[config.mk]
export PLATFORM = sky130hd
export DESIGN_NAME = fp_mul_core_flat
export DESIGN_NICKNAME = d
export VERILOG_FILES = /design/src/rtl/fp_mul_core_if.sv /design/src/rtl/fp_mul_core.sv /design/src/flat_wrapper.sv
export SDC_FILE = /design/constraint.sdc
export NUM_CORES = 1
export LEC_CHECK = 0
export CORE_UTILIZATION = 50
export CTS_CLUSTER_SIZE = 30
export DETAILED_ROUTE_END_ITERATION = 10
export GPL_ROUTABILITY_DRIVEN = 0
export HOLD_SLACK_MARGIN = 0.02
export PLACE_DENSITY = 0.71
export SLEW_MARGIN = 20
export SYNTH_ARGS = -nofsm -noshare
export SYNTH_HDL_FRONTEND = slang
export SYNTH_SLANG_ARGS = --single-unit
[constraint.sdc]
create_clock -name clk -period 13.9 [get_ports clk]
set_input_delay 4.17 -clock clk [delete_from_list [all_inputs] [get_ports clk]]
set_output_delay 4.17 -clock clk [all_outputs]
set_load 0.03 [all_outputs]
[src/rtl/fp_mul_core_if.sv]
// Operand/result handshake bundle for fp_mul_core.
// master = operand producer / result consumer, slave = the multiplier core.
interface fp_mul_core_if #(
  parameter int MANT_W = 24,
  parameter int EXP_W  = 8
);
  logic                    in_valid;
  logic                    in_ready;
  logic                    signoA;
  logic                    signoB;
  logic [EXP_W-1:0]        exponenteA;
  logic [EXP_W-1:0]        exponenteB;
  logic [MANT_W-1:0]       mantissaA;
  logic [MANT_W-1:0]       mantissaB;
  logic                    out_valid;
  logic                    out_ready;
  logic [EXP_W+MANT_W-1:0] float_res;

  modport master (
    output in_valid, signoA, signoB, exponenteA, exponenteB, mantissaA, mantissaB, out_ready,
    input  in_ready, out_valid, float_res
  );

  modport slave (
    input  in_valid, signoA, signoB, exponenteA, exponenteB, mantissaA, mantissaB, out_ready,
    output in_ready, out_valid, float_res
  );
endinterface

[src/rtl/fp_mul_core.sv]
// Sequential single-precision multiplier: radix-2 shift-add mantissa product, one partial product per clock.
// Build option: define FP_ROUND_NEAREST_EN for round-to-nearest-even, otherwise results truncate toward zero.
module fp_mul_core #(
  parameter int MANT_W = 24,
  parameter int EXP_W  = 8,
  parameter int BIAS   = 127
) (
  input logic          clk,
  input logic          rst,
  fp_mul_core_if.slave bus
);
  localparam int PW = 2 * MANT_W;
  localparam int FW = MANT_W - 1;
  localparam int EW = EXP_W + 2;
  localparam int CW = $clog2(MANT_W);
  localparam int RW = EXP_W + MANT_W;

  localparam logic signed [EW-1:0] EMAX = EW'((1 << EXP_W) - 1);
  localparam logic [RW-1:0]        QNAN = {1'b0, {EXP_W{1'b1}}, 1'b1, {(FW-1){1'b0}}};

  typedef enum logic [1:0] {IDLE, MULT, NORM, DONE} state_t;

  state_t                 state;
  logic [CW-1:0]          cnt;
  logic [MANT_W-1:0]      mcand;
  logic [MANT_W-1:0]      mplier;
  logic [PW-1:0]          prod;
  logic                   sgn;
  logic signed [EW-1:0]   expAcc;
  logic [RW-1:0]          resReg;
  logic                   inReady;
  logic                   outValid;
  logic [RW-1:0]          floatRes;

  logic                   anyZero;
  logic                   anyInf;
  logic [FW-1:0]          nFrac;
  logic [FW-1:0]          rFrac;
  logic                   carry;
  logic                   g;
  logic                   st;
  logic                   rnd;
  logic signed [EW-1:0]   nExp;
  logic [RW-1:0]          normRes;

  assign bus.in_ready  = inReady;
  assign bus.out_valid = outValid;
  assign bus.float_res = floatRes;

  assign anyZero = (bus.exponenteA == '0) || (bus.exponenteB == '0);
  assign anyInf  = (bus.exponenteA == '1) || (bus.exponenteB == '1);

  // Normalise the 2.46 product, round, then clamp to inf / flush to zero.
  always_comb begin
    nExp  = expAcc;
    nFrac = prod[PW-3 -: FW];
    g     = prod[PW-FW-3];
    st    = |prod[PW-FW-4:0];
    if (prod[PW-1]) begin
      nFrac = prod[PW-2 -: FW];
      g     = prod[PW-FW-2];
      st    = |prod[PW-FW-3:0];
      nExp  = expAcc + EW'(1);
    end
`ifdef FP_ROUND_NEAREST_EN
    rnd = g & (st | nFrac[0]);
`else
    rnd = 1'b0;
`endif
    {carry, rFrac} = {1'b0, nFrac} + {{FW{1'b0}}, rnd};
    if (carry) nExp = nExp + EW'(1);
    if (nExp >= EMAX)
      normRes = {sgn, {EXP_W{1'b1}}, {FW{1'b0}}};
    else if (nExp[EW-1] || nExp == '0)
      normRes = {sgn, {(RW-1){1'b0}}};
    else
      normRes = {sgn, nExp[EXP_W-1:0], rFrac};
  end

`ifndef FP_ROUND_NEAREST_EN
  logic unusedRnd;
  assign unusedRnd = g | st;
`endif

  always_ff @(posedge clk or posedge rst) begin
    if (rst) begin
      state    <= IDLE;
      cnt      <= '0;
      mcand    <= '0;
      mplier   <= '0;
      prod     <= '0;
      sgn      <= 1'b0;
      expAcc   <= '0;
      resReg   <= '0;
      inReady  <= 1'b1;
      outValid <= 1'b0;
      floatRes <= '0;
    end else begin
      case (state)
        IDLE: if (bus.in_valid) begin
          sgn     <= bus.signoA ^ bus.signoB;
          expAcc  <= $signed({2'b00, bus.exponenteA}) + $signed({2'b00, bus.exponenteB}) - EW'(BIAS);
          mcand   <= bus.mantissaA;
          mplier  <= bus.mantissaB;
          prod    <= '0;
          cnt     <= '0;
          inReady <= 1'b0;
          // Specials bypass the multiply; NaN ignores the sign.
          if (anyZero && anyInf) begin
            resReg <= QNAN;
            state  <= DONE;
          end else if (anyZero) begin
            resReg <= {bus.signoA ^ bus.signoB, {(RW-1){1'b0}}};
            state  <= DONE;
          end else if (anyInf) begin
            resReg <= {bus.signoA ^ bus.signoB, {EXP_W{1'b1}}, {FW{1'b0}}};
            state  <= DONE;
          end else begin
            state  <= MULT;
          end
        end
        MULT: begin
          if (mplier[0]) prod <= prod + (PW'(mcand) << cnt);
          mplier <= mplier >> 1;
          if (cnt == CW'(MANT_W - 1)) begin
            cnt   <= '0;
            state <= NORM;
          end else begin
            cnt <= cnt + CW'(1);
          end
        end
        NORM: begin
          resReg <= normRes;
          state  <= DONE;
        end
        DONE: begin
          if (!outValid) begin
            outValid <= 1'b1;
            floatRes <= resReg;
          end else if (bus.out_ready) begin
            outValid <= 1'b0;
            inReady  <= 1'b1;
            state    <= IDLE;
          end
        end
        default: state <= IDLE;
      endcase
    end
  end
endmodule

[src/flat_wrapper.sv]
// flat-port wrapper written by rule: the top's interface ports become plain ports
module fp_mul_core_flat 
#(
  parameter int MANT_W = 24,
  parameter int EXP_W  = 8,
  parameter int BIAS   = 127
)
  (clk, rst, bus_in_valid, bus_signoA, bus_signoB, bus_exponenteA, bus_exponenteB, bus_mantissaA, bus_mantissaB, bus_out_ready, bus_in_ready, bus_out_valid, bus_float_res);
  fp_mul_core_if #(.MANT_W(MANT_W), .EXP_W(EXP_W)) bus_i ();
  input logic clk;
  input logic rst;
  input wire logic [$bits(bus_i.in_valid)-1:0] bus_in_valid;
  input wire logic [$bits(bus_i.signoA)-1:0] bus_signoA;
  input wire logic [$bits(bus_i.signoB)-1:0] bus_signoB;
  input wire logic [$bits(bus_i.exponenteA)-1:0] bus_exponenteA;
  input wire logic [$bits(bus_i.exponenteB)-1:0] bus_exponenteB;
  input wire logic [$bits(bus_i.mantissaA)-1:0] bus_mantissaA;
  input wire logic [$bits(bus_i.mantissaB)-1:0] bus_mantissaB;
  input wire logic [$bits(bus_i.out_ready)-1:0] bus_out_ready;
  output wire logic [$bits(bus_i.in_ready)-1:0] bus_in_ready;
  output wire logic [$bits(bus_i.out_valid)-1:0] bus_out_valid;
  output wire logic [$bits(bus_i.float_res)-1:0] bus_float_res;
  assign bus_i.in_valid = bus_in_valid;
  assign bus_i.signoA = bus_signoA;
  assign bus_i.signoB = bus_signoB;
  assign bus_i.exponenteA = bus_exponenteA;
  assign bus_i.exponenteB = bus_exponenteB;
  assign bus_i.mantissaA = bus_mantissaA;
  assign bus_i.mantissaB = bus_mantissaB;
  assign bus_i.out_ready = bus_out_ready;
  assign bus_in_ready = bus_i.in_ready;
  assign bus_out_valid = bus_i.out_valid;
  assign bus_float_res = bus_i.float_res;
  fp_mul_core #(.MANT_W(MANT_W), .EXP_W(EXP_W), .BIAS(BIAS)) u_core (.clk(clk), .rst(rst), .bus(bus_i));
endmodule
Yosys cells after proc, flatten, opt, wreduce, memory -nomap -nowiden:

Index checks and enable logic that the tools add are counted.

* multiplexer cells: 31
* add/subtract/negate cells: 5
* bitwise operators: 2
* shift operators: 1
* magnitude comparators: 1
* reductions and logical operators: 18
* equal/unequal tests: 12

Operator list (count)
* $mux W32: 4
* $mux W48: 2
* $pmux W48 S2: 1
* $pmux W32 S2: 1
* $mux W31: 2
* $add A48 B48 Y48: 1
* $pmux W24 S2: 1
* $shl A24 B5 Y48: 1
* $mux W24: 1
* $mux W23: 1
* $eq A8 B8 Y1 const B: 2
* $logic_not A8 Y1: 2
* $mux W2: 7
* $add A10 B2 Y10 const B: 1
* $ge A10 B9 Y1 const B: 1
* $logic_not A10 Y1: 1
* $mux W10: 1
* $mux W5: 2
* $pmux W5 S2: 1
* $sub A10 B8 Y10 const B: 1
* $add A8 B8 Y9: 1
* $pmux W2 S4: 1
* $reduce_and A4 Y1: 2
* $ne A2 B1 Y1 const B: 3
* other kinds (16): 29

* bits in registers: 180
* word-level logic and storage cells: 81
* output and inout port bits: 34
* input port bits: 70

Longest topological paths before layout:

* depth after elaboration: 7
* depth in mapped cells: 22

Worst setup path after synthesis:

No wires, ideal clock.

* path kind: input-to-reg
* from: input port bus_exponenteB[0]
* to: register u_core.expAcc[8]
* path buffers: 0
* setup slack: 7705 ps
* data required time: 13766 ps
* stages on the path: 11
* data arrival time: 6061 ps
* cell sequence: ha_1 fa_1 a21o_1 a21oi_1 o21bai_1 a21oi_1 xnor2_1 nand3_1 o21bai_1 xor2_1 o21ai_0

* word-level cells in the longest chain between the ends: 2

RTL lines
* start: declaration: RTL line flat_wrapper.sv:16 `input wire logic [$bits(bus_i.exponenteB)-1:0] bus_exponenteB;`
* $add A8 B8 Y9: RTL line fp_mul_core.sv:102 `expAcc <= $signed({2'b00, bus.exponenteA}) + $signed({2'b00, bus.exponenteB}) - EW'(BIAS);`
* $sub A10 B8 Y10: RTL line fp_mul_core.sv:102
* end signal: assignment: RTL line fp_mul_core.sv:102
* end: declaration: RTL line fp_mul_core.sv:29 `logic signed [EW-1:0] expAcc;`

Every way passes these cells.
A chain may end at the register's enable or synchronous reset.

Final worst setup path:

* from: input port bus_exponenteB[0]
* to: register u_core.expAcc[7]

Same word-level chain as after synthesis.

==> results_dict.tcl <==
set metrics [dict create \
    outcome "completed" \
    startpoint_type "input pin" \
    cts_made_buffers 17 \
    nets 1489 \
    synth_top_family_by_area "compound AO/OA/AOI/OAI gates" \
    dr.pass1.iters 5 \
    dp_worst_setup_slack_ns 6.94 \
    synthCells 1292 \
    cts_tree "done" \
    yosysWarningCount 0 \
    grt_pass1_vias 9295 \
    final_hold_viol_count 0 \
    die_area_sq_um 24600 \
    peakVddDrop_mv 0.127 \
    drive_above_1_share_pct 10.9 \
    drt_iter0_drc 628 \
    rsz0062_at_grt "false" \
    ys_top_cells_by_area "dfrtp_1, mux2_2, mux2i_1, ha_1, o21ai_0" \
    finalWorstSetupSlack_ns 7.38 \
    fp.dieH_microns 157 \
    ios 104 \
    drc_errors 0 \
    clock_tree.root_cell "clkbuf_16" \
    p_leak_nw 5.97 \
    antenna_found_initial 0 \
    min_period_ns 6.52 \
    coreArea_sq_um 23500 \
    grt_overflow 0 \
    ys_seq_area_share_pct 37.6 \
    worst_pin_slew_ns 0.961 \
    clock_latency_ns 0.44 \
    cts_sinks 180 \
    cp_num_buf_inv 1 \
    wire_per_inst_microns 16.2 \
    slew_headroom_pct 35.9 \
    synth-async-reset-ratio_pct 100 \
    crit_chain "clkdlybuf4s50_1, ha_1, fa_1, a21o_1, a21oi_1, o21bai_1, a21oi_1, xnor2_1, nand3_1, nor2_1, xor2_1, o21ai_0" \
    syn2layout_area_growth_pct 15.6 \
    clock.fmax_mhz 153 \
    grt_pass1_wl_microns 45800 \
    synth-simple-area-share_pct 13.3 \
    critPathTopFamily "compound AO/OA/AOI/OAI gates" \
    worstPathArrival_ns 6.82 \
    htree_levels 4 \
    ctsHoldBuffers 0 \
    io_buffers 103 \
    grt_max_degree 107 \
    synth.area.mux_share_pct 15.9 \
    grtUsageTotal_pct 23.3 \
    dp_hpwl_microns 20100 \
    crit_type "in -> reg" \
    powerDensity_nw_per_um2 196 \
    drv_slew 0 \
    synth_compound_area_share_pct 18.9 \
    synth_cell_type_count 64 \
    vias 9634 \
    diodes 0 \
    netlist.area_leader.share_pct 37.3 \
    finalCritPeriodShare_pct 46.9 \
    synth-main-ff-cell "dfrtp_1" \
    crit_required_ns 14.20 \
    start_util_pct 51.1 \
    hp-class "reg -> reg" \
    worst_setup_hold_path_clk_slew_ns 0.07 \
    post_cts_resized 0 \
    synth_xor_area_share_pct 4.53 \
    cap_violations 0 \
    rows 56 \
    crit_path_end_kind "flop" \
    ys_seq_elements 180 \
    syn_avg_cell_area_sq_um 9.28 \
    syn-num-nets 1426 \
    cts_max_path_buffers 2 \
    ant_nets 0 \
    synth_adder_area_share_pct 6.80 \
    wirelength_microns 27400 \
    skew_ns 0.0128 \
    cts_setup_buffers 0 \
    synth_edf_count 0 \
    viasPerCell 5.71 \
    yosysTopAreaCell "dfrtp_1" \
    tns_ns 0 \
    synth_area_sq_um 12000 \
    finalSetupViolations 0 \
    cp_max_fo 3 \
    crit_top_cell "a21oi_1" \
    die_w_microns 157 \
    cp_slowest_cell "clkdlybuf4s50_1" \
    critPathMaxStageDelay_ns 0.45 \
]
-- path summary, 6_finish.rpt --
check                               endpoint  slack, ns         startpoint  cells past startpoint
setup / recovery            u_core.expAcc[7]       7.38  bus_exponenteB[0]                     12
hold / removal             u_core.resReg[18]       0.47  u_core.resReg[18]                      2
setup reg to reg             u_core.prod[47]       9.22      u_core.cnt[1]                     16
hold reg to reg            u_core.resReg[18]       0.47  u_core.resReg[18]                      2
max in group asynchronous   u_core.resReg[6]       8.09                rst                      3
min in group asynchronous   u_core.mcand[15]       4.33                rst                      2
-- layer usage --
layer,vias to the layer above,wire length [microns],global-route usage [%]
met2,191,12700,37.8
met3,35,936,3.24
met5,-,49,1.66
met1,4579,13200,32.1
met4,2,504,6.72
li1,4827,-,-
-- per-stage QoR --
| step | cell area, sq um | utilization (%) | hold slack (ns) | power, W | instances |
|---|---|---|---|---|---|
| CTS | 13900 | 59.1 | 0.483 | 0.00272 | 1687 |
| floorplan | 12000 | - | 0.444 | 0.00188 | 1292 |
| detailed placement | 13300 | 56.5 | 0.464 | 0.00223 | 1655 |
| finish | 13900 | 59.1 | 0.474 | 0.00272 | 1687 |
| global placement | 13300 | 56.5 | 0.459 | 0.00220 | 1655 |
| global route | 13900 | 59.1 | 0.503 | 0.00292 | 1687 |
-- cells by family after synthesis --
logic type,after synthesis
compound gates,364
simple gates,360
flops,180
mux,169
buf+inv,93
fa+ha+maj,64
xor+xnor,62
-- cells in the final DEF (no fill, tap or decap), types with 7 or more instances in the layout --
cell and count:
nand2_1 185, dfrtp_1 179, o21ai_0 139, clkdlybuf4s50_1 103
mux2i_1 84, mux2_2 75, a21oi_1 72, nor2_1 67
ha_1 62, xor2_1 32, a21o_1 31, xnor2_1 30
nand4_1 21, nand3_1 20, inv_1 19, clkbuf_16 17
o22ai_1 15, buf_4 14, nor3_1 12, and2_1 11
o31ai_1 11, o21a_1 11, o21bai_1 10, o21ai_1 10
a211oi_1 10, mux4_2 10, a221o_1 9, a31oi_1 8
nor4_1 7, o211ai_1 7
-- cell type report --
cell class | count | area (sq um)
Fill cell | 2052 | 9610
Multi-Input combinational cell | 1019 | 7150
Sequential cell | 180 | 4510
Timing Repair Buffer | 117 | 1140
Clock buffer | 18 | 439
Tap cell | 319 | 399
Clock inverter | 14 | 156
Inverter | 20 | 80.1
-- sequential cells by signal, indices dropped and copies added, names as in the netlist --
signal,count
u_core.bus.in_ready,1
u_core.mcand,24
u_core.cnt,5
u_core.prod,48
u_core.state,2
u_core.bus.out_valid,1
u_core.expAcc,10
u_core.resReg,32
u_core.bus.float_res,32
u_core.mplier,24
u_core.sgn,1
-- power breakdown --
part / total [W] / switching (W) / internal, W / leakage, nW
clock: 0.000483 / 0.000236 / 0.000246 / 0.293
combinational: 0.00144 / 0.000841 / 0.000600 / 3.30
sequential: 0.000794 / 0.000118 / 0.000676 / 2.38
-- worst min-delay path, cell delays in order, from the launching register on --
cell     delay, ns
dfrtp_1       0.34
nand2_1       0.04
o21ai_0       0.06
-- Yosys cell counts, drive strengths merged (12+ instances only) --
cell type,number
nand4,21
o21ai,150
nor2,67
inv,20
a21oi,74
xor2,32
clkbuf,51
dfrtp,179
a211oi,12
nand2,185
nand3,21
ha,62
mux2i,84
xnor2,30
mux2,75
buf,22
o22ai,15
nor3,12
a21o,31
Power figures use the tool's default switching activity.
